### config.mk
export PLATFORM = sky130hd
export DESIGN_NAME = keypad_scan4x4
export DESIGN_NICKNAME = d
export VERILOG_FILES = /design/src/rtl/keypad_pkg.sv /design/src/rtl/keypad_debounce.sv /design/src/rtl/keypad_scan4x4.sv
export SDC_FILE = /design/constraint.sdc
export NUM_CORES = 1
export LEC_CHECK = 0
export CAP_MARGIN = 20
export CELL_PAD_IN_SITES_DETAIL_PLACEMENT = 0
export CELL_PAD_IN_SITES_GLOBAL_PLACEMENT = 1
export CORE_MARGIN = 10
export CORE_UTILIZATION = 40
export CTS_BUF_LIST = sky130_fd_sc_hd__clkbuf_2 sky130_fd_sc_hd__clkbuf_4 sky130_fd_sc_hd__clkbuf_8
export CTS_CLUSTER_SIZE = 28
export DETAILED_ROUTE_END_ITERATION = 12
export GPL_TIMING_DRIVEN = 0
export PLACE_DENSITY_LB_ADDON = 0.1
export SYNTH_ARGS = -nofsm -noshare
export SYNTH_HDL_FRONTEND = slang
export SYNTH_HIERARCHICAL = 1
export SYNTH_SLANG_ARGS = --single-unit
### constraint.sdc
create_clock -name clk -period 11.3 [get_ports clk]
set_clock_uncertainty 0.1 [all_clocks]
set_input_delay 2.26 -clock clk [delete_from_list [all_inputs] [get_ports clk]]
set_output_delay 2.26 -clock clk [all_outputs]
set_load 0.1 [all_outputs]
### src/rtl/keypad_pkg.sv
// rtl/keypad_pkg.sv - shared types, widths and frame helpers for the keypad scanner
package keypad_pkg;

   localparam int KEY_W = 4;

   typedef enum logic [1:0] {
      ST_IDLE         = 2'd0,
      ST_PRESS_WAIT   = 2'd1,
      ST_HELD         = 2'd2,
      ST_RELEASE_WAIT = 2'd3
   } state_t;

   typedef enum logic [1:0] {
      CLS_NONE   = 2'd0,
      CLS_SINGLE = 2'd1,
      CLS_MULTI  = 2'd2
   } frame_class_t;

   // raw_map is laid out column-major (bit = col*4+row), so count the set bits
   function automatic frame_class_t classify(input logic [15:0] map);
      logic [4:0] ones;
      ones = 5'd0;
      for (int i = 0; i < 16; i++) begin
         ones = ones + {4'd0, map[i]};
      end
      if (ones == 5'd0) begin
         return CLS_NONE;
      end else if (ones == 5'd1) begin
         return CLS_SINGLE;
      end
      return CLS_MULTI;
   endfunction

   // Key code is row*4+col; only meaningful when exactly one bit is set
   function automatic logic [KEY_W-1:0] encode(input logic [15:0] map);
      logic [KEY_W-1:0] code;
      logic [3:0]       bit_idx;
      code = '0;
      for (int i = 0; i < 16; i++) begin
         bit_idx = 4'(i);
         if (map[i]) begin
            code = {bit_idx[1:0], bit_idx[3:2]};
         end
      end
      return code;
   endfunction

endpackage

### src/rtl/keypad_debounce.sv
// rtl/keypad_debounce.sv - press/release debounce FSM with key output registers
module keypad_debounce
   import keypad_pkg::*;
#(
   parameter int DEBOUNCE_N = 4
) (
   input  logic             clk,
   input  logic             rst,
   input  logic             frame_done,
   input  frame_class_t     frame_class,
   input  logic [KEY_W-1:0] code,
   output logic [KEY_W-1:0] key_code,
   output logic             key_valid,
   output logic             key_down,
   output logic [31:0]      key_hist
);

   localparam logic [3:0] N_L = 4'(DEBOUNCE_N);

   state_t           state_q, state_d;
   logic [3:0]       cnt_q, cnt_d;
   logic [KEY_W-1:0] cand_q, cand_d;
   logic [KEY_W-1:0] key_code_q, key_code_d;
   logic             key_valid_q, key_valid_d;
   logic             key_down_q, key_down_d;
   logic [31:0]      key_hist_q, key_hist_d;
   logic             accept;
   logic [KEY_W-1:0] accept_code;
   logic [3:0]       cnt_inc;

   // Next-state and output logic; the FSM only moves on a completed frame
   always_comb begin
      state_d     = state_q;
      cnt_d       = cnt_q;
      cand_d      = cand_q;
      key_code_d  = key_code_q;
      key_valid_d = 1'b0;
      key_down_d  = key_down_q;
      key_hist_d  = key_hist_q;
      accept      = 1'b0;
      accept_code = cand_q;
      cnt_inc     = cnt_q + 4'd1;
      if (frame_done) begin
         case (state_q)
            ST_IDLE: begin
               if (frame_class == CLS_SINGLE) begin
                  cand_d = code;
                  cnt_d  = 4'd1;
                  if (N_L == 4'd1) begin
                     accept      = 1'b1;
                     accept_code = code;
                     state_d     = ST_HELD;
                  end else begin
                     state_d = ST_PRESS_WAIT;
                  end
               end
            end
            ST_PRESS_WAIT: begin
               if (frame_class == CLS_SINGLE && code == cand_q) begin
                  cnt_d = cnt_inc;
                  if (cnt_inc == N_L) begin
                     accept  = 1'b1;
                     state_d = ST_HELD;
                  end
               end else begin
                  cnt_d   = 4'd0;
                  state_d = ST_IDLE;
               end
            end
            ST_HELD: begin
               // Extra keys while held are ignored; only a clean NONE frame starts release
               if (frame_class == CLS_NONE) begin
                  cnt_d = 4'd1;
                  if (N_L == 4'd1) begin
                     key_down_d = 1'b0;
                     state_d    = ST_IDLE;
                  end else begin
                     state_d = ST_RELEASE_WAIT;
                  end
               end
            end
            ST_RELEASE_WAIT: begin
               if (frame_class == CLS_NONE) begin
                  cnt_d = cnt_inc;
                  if (cnt_inc == N_L) begin
                     key_down_d = 1'b0;
                     state_d    = ST_IDLE;
                  end
               end else begin
                  state_d = ST_HELD;
               end
            end
            default: state_d = ST_IDLE;
         endcase
      end
      if (accept) begin
         key_code_d  = accept_code;
         key_valid_d = 1'b1;
         key_down_d  = 1'b1;
         key_hist_d  = {key_hist_q[31-KEY_W:0], accept_code};
      end
   end

   // State, counter and output registers
   always_ff @(posedge clk or posedge rst) begin
      if (rst) begin
         state_q     <= ST_IDLE;
         cnt_q       <= 4'd0;
         cand_q      <= '0;
         key_code_q  <= '0;
         key_valid_q <= 1'b0;
         key_down_q  <= 1'b0;
         key_hist_q  <= 32'd0;
      end else begin
         state_q     <= state_d;
         cnt_q       <= cnt_d;
         cand_q      <= cand_d;
         key_code_q  <= key_code_d;
         key_valid_q <= key_valid_d;
         key_down_q  <= key_down_d;
         key_hist_q  <= key_hist_d;
      end
   end

   assign key_code  = key_code_q;
   assign key_valid = key_valid_q;
   assign key_down  = key_down_q;
   assign key_hist  = key_hist_q;

endmodule

### src/rtl/keypad_scan4x4.sv
// rtl/keypad_scan4x4.sv - 4x4 keypad column scanner, row sampler and frame classifier
module keypad_scan4x4
   import keypad_pkg::*;
#(
   parameter int SCAN_DIV_W = 15,
   parameter int DEBOUNCE_N = 4
) (
   input  logic             clk,
   input  logic             rst,
   input  logic [3:0]       row_n,
   output logic [3:0]       col_n,
   output logic [KEY_W-1:0] key_code,
   output logic             key_valid,
   output logic             key_down,
   output logic [31:0]      key_hist
);

   logic [SCAN_DIV_W-1:0] div_q, div_d;
   logic [1:0]            col_idx_q, col_idx_d;
   logic [3:0]            row_meta_q, row_meta_d;
   logic [3:0]            row_sync_q, row_sync_d;
   logic [15:0]           raw_map_q, raw_map_d;
   logic                  frame_done_q, frame_done_d;
   logic                  tick;
   frame_class_t          frame_class;
   logic [KEY_W-1:0]      frame_code;

   // Divider, column stepping, row synchronizer and raw_map capture
   always_comb begin
      tick         = &div_q;
      div_d        = div_q + SCAN_DIV_W'(1);
      col_idx_d    = col_idx_q;
      raw_map_d    = raw_map_q;
      frame_done_d = 1'b0;
      row_meta_d   = row_n;
      row_sync_d   = row_meta_q;
      if (tick) begin
         // Sample the column that has been driven for the whole tick period, then move on
         raw_map_d[{col_idx_q, 2'b00} +: 4] = ~row_sync_q;
         col_idx_d    = col_idx_q + 2'd1;
         frame_done_d = (col_idx_q == 2'd3);
      end
   end

   // Scan-side registers
   always_ff @(posedge clk or posedge rst) begin
      if (rst) begin
         div_q        <= '0;
         col_idx_q    <= 2'd0;
         row_meta_q   <= 4'hF;
         row_sync_q   <= 4'hF;
         raw_map_q    <= 16'd0;
         frame_done_q <= 1'b0;
      end else begin
         div_q        <= div_d;
         col_idx_q    <= col_idx_d;
         row_meta_q   <= row_meta_d;
         row_sync_q   <= row_sync_d;
         raw_map_q    <= raw_map_d;
         frame_done_q <= frame_done_d;
      end
   end

   assign col_n       = ~(4'b0001 << col_idx_q);
   assign frame_class = classify(raw_map_q);
   assign frame_code  = encode(raw_map_q);

   keypad_debounce #(
      .DEBOUNCE_N (DEBOUNCE_N)
   ) u_debounce (
      .clk         (clk),
      .rst         (rst),
      .frame_done  (frame_done_q),
      .frame_class (frame_class),
      .code        (frame_code),
      .key_code    (key_code),
      .key_valid   (key_valid),
      .key_down    (key_down),
      .key_hist    (key_hist)
   );

endmodule

==> results by group <==
Outcome
  • Status: finished clean

Synthesis
  • Ys Warns: 6
  • Syn avg cell area: 12.1 um^2
  • Sequential share of the synthesized area: 51.2%
  • Share of flip-flops with an asynchronous set or reset: 100%
  • Count of cell types in the netlist: 52
  • Post-Synthesis Cells: 348
  • Post-synthesis register bit count: 86
  • Post-Syn Area: 4220 um^2
  • Top FF cell, synth: dfrtp_1
  • Syn_nets: 377
  • Number of synthesized flops with an enable pin: 0

GRT
  • Initial antenna violation count: 0
  • Largest net degree at the start of global routing: 43
  • Number of global-route vias before repair: 2727
  • First-pass GRT wire length: 13500 um
  • GRT Total Usage: 11.1%
  • GRT overflow: 0

Finish
  • FILL cells: 927
  • Area taken by multi-input logic gates: 1830 um^2
  • Nets@finish: 436
  • # diodes: 0
  • Share of cells above drive strength 1: 19.4%
  • Area Growth Syn to Fin: 20.2%
  • Storage cell area: 2160 um^2

Power and ir drop
  • VDD IR max: 0.0000500 V
  • Pwr per Cell Area: 105 nW/um^2
  • P_leak: 2.35 nW
  • Total power: 0.000532 W

Floorplan
  • Initial Util: 40.9%
  • # IOs: 48
  • # rows: 37
  • Die area: 15100 um^2
  • Core Area: 10300 um^2
  • DIE WIDTH: 123 um
  • Die H: 123 um

Worst setup path
  • Setup Crit Path Kind: reg2reg
  • CP Launch Type: flop
  • Worst Setup End Kind: flop
  • Worst EP arrival: 6.16 ns
  • Worst Path Max Fanout: 10
  • Critical Path RT: 11.45 ns

Timing
  • Slew margin rel.: 33.7%
  • Final slew viol count: 0
  • Final Hold Viols: 0
  • Finish-stage setup viols: 0
  • RSZ-0062 raised after global routing: false
  • Fmax: 166 MHz
  • Fin crit share: 53.2%
  • Setup TNS: 0 ns
  • Minimum clock period: 6.02 ns
  • Worst-Margin Slew: 0.991 ns

Clocking
  • Htree depth: 3
  • Clock Sinks: 86
  • Post-CTS Hold Fix Bufs: 0
  • Setup Fix Bufs, Post-CTS: 0
  • Clock buffers created by TritonCTS: 9
  • Post-cts repair resize count: 0
  • Clock Latency Late Sink: 0.36 ns
  • TritonCTS clock tree: done
  • Reg clk slew, reported paths: 0.10 ns
  • Clock tree buffer depth: 2
  • Root Buffer: clkbuf_8

Route
  • DR WL/cell: 14.6 um
  • Drt via density: 4.94
  • DRC viols: 0
  • Initial DRT Pass Iterations: 4
  • Initial DRC count: 114
  • Via Count: 2705
  • Total wire length: 7990 um
  • Antenna-violating nets left: 0

Placed design
  • HPWL after detailed placement: 6020 um
  • Port bufs: 47
  • Gpl congestion: 0.760

Run
  • Max-cap viol count: 0

Worst hold path
  • Hold Path Class: reg2reg
==> stage by stage <==
step           hold WS (ns)  setup WS, ns  instance area (um^2)  utilization (%)  cells
2_1_floorplan         0.245          5.91                  4220                -    348
3_3_place_gp          0.246          5.35                  4860             47.1    531
3_5_place_dp          0.247          5.28                  4880             47.3    532
4_1_cts               0.261          5.24                  5070             49.1    548
5_1_grt               0.265          4.93                  5070             49.1    548
6_report              0.261          5.28                  5070             49.1    548
==> sequential cells by signal, summed over array words and instances (netlist names) <==
register                flops
col_idx_q                   2
div_q                      15
frame_done_q                1
raw_map_q                  16
row_meta_q                  4
row_sync_q                  4
u_debounce/accept_code      4
u_debounce/cnt_q            4
u_debounce/key_code         3
u_debounce/key_down         1
u_debounce/key_hist        29
u_debounce/key_valid        1
u_debounce/state_q          2
==> worst paths after layout <==
kind / startpoint / to / slack (ns) / cells after the start
worst min-delay path: row_meta_q[0]$_DFF_PP1_ / row_sync_q[0]$_DFF_PP1_ / 0.26 / 0
worst max-delay path: raw_map_q[5]$_DFFE_PP0P_ / u_debounce/key_hist[4]$_DFFE_PP0P_ / 5.28 / 18
worst min register to register: row_meta_q[0]$_DFF_PP1_ / row_sync_q[0]$_DFF_PP1_ / 0.26 / 0
worst max register to register: raw_map_q[5]$_DFFE_PP0P_ / u_debounce/key_hist[4]$_DFFE_PP0P_ / 5.28 / 18
max in group asynchronous: rst / col_idx_q[1]$_DFFE_PP0P_ / 8.23 / 2
min in group asynchronous: rst / u_debounce/key_hist[27]$_DFFE_PP0P_ / 2.11 / 2
==> cell type report <==
type	count	area share [%]
buffer	10	1.78
tap	136	3.35
timing repair buffer	48	9.67
clock inverter	7	1.33
multi-input combinational	215	36.1
inverter	37	2.74
clock buffer	9	2.44
sequential	86	42.6
==> per-layer routing <==
metal | routed length [um] | GRT usage [%] | vias up
met1 | 3680 | 14.0 | 1321
li1 | - | - | 1328
met2 | 3770 | 18.0 | 44
met5 | 0 | 0 | -
met4 | 124 | 3.98 | 0
met3 | 418 | 2.75 | 12
==> cell families after synthesis <==
family	after synthesis	share of synthesized area, %
adders and majority gates	23	8.60
and+or+nand+nor	88	12.2
muxes	37	9.96
buffers and inverters	47	5.43
xor gates and xnor gates	21	4.36
AOI/OAI and AO/OA	46	8.27
DFF	86	51.2
==> critical path, cell delays in order (launching register included) <==
cell       delay [ns]
dfrtp_1          0.45
inv_1            0.09
fa_1             0.53
inv_1            0.04
fa_1             0.45
fa_1             0.51
inv_1            0.05
fa_1             0.47
inv_1            0.04
ha_1             0.19
fa_1             0.44
nor3_1           0.17
o21ai_0          0.35
nor2_1           0.46
nor3b_4          0.33
nand4bb_2        0.21
a211oi_4         0.44
buf_6            0.23
mux2_2           0.34
==> placed cells by master (no fill, tap or decap), drive strengths merged, types with 4 or more instances in the layout <==
| master | count |
|---|---|
| ha | 13 |
| buf | 10 |
| or3 | 4 |
| dfstp | 8 |
| o31ai | 17 |
| nand2 | 23 |
| xnor2 | 15 |
| o21ai | 8 |
| clkdlybuf4s50 | 47 |
| xor2 | 6 |
| and3 | 6 |
| nand3 | 15 |
| nor3 | 4 |
| nor2b | 4 |
| fa | 10 |
| clkbuf | 10 |
| dfrtp | 78 |
| and4 | 7 |
| inv | 40 |
| nand4 | 7 |
| nor2 | 10 |
| mux2 | 37 |
==> power by group <==
group	switching (W)	total, W	internal [W]	leakage [nW]
registers	0.00000116	0.000311	0.000310	1.16
logic	0.00000607	0.00000833	0.00000226	1.10
clock network	0.000127	0.000212	0.0000852	0.0924
total	0.000134	0.000532	0.000398	2.35
==> synthesized netlist by cell type, types with 7 or more instances <==
cell      n  area [um^2]
and4_1    7         61.3
dfrtp_1  78         1950
dfstp_2   8          210
fa_1     10          200
ha_1     13          163
inv_1    37          139
mux2_1    8         90.1
mux2_2   28          315
nand2_1  22         82.6
nand3_1  14         70.1
nor2_1   10         37.5
o21ai_0   8         40.0
o31ai_1  17          128
xnor2_1  15          131
(Power assumes the default switching activity.)
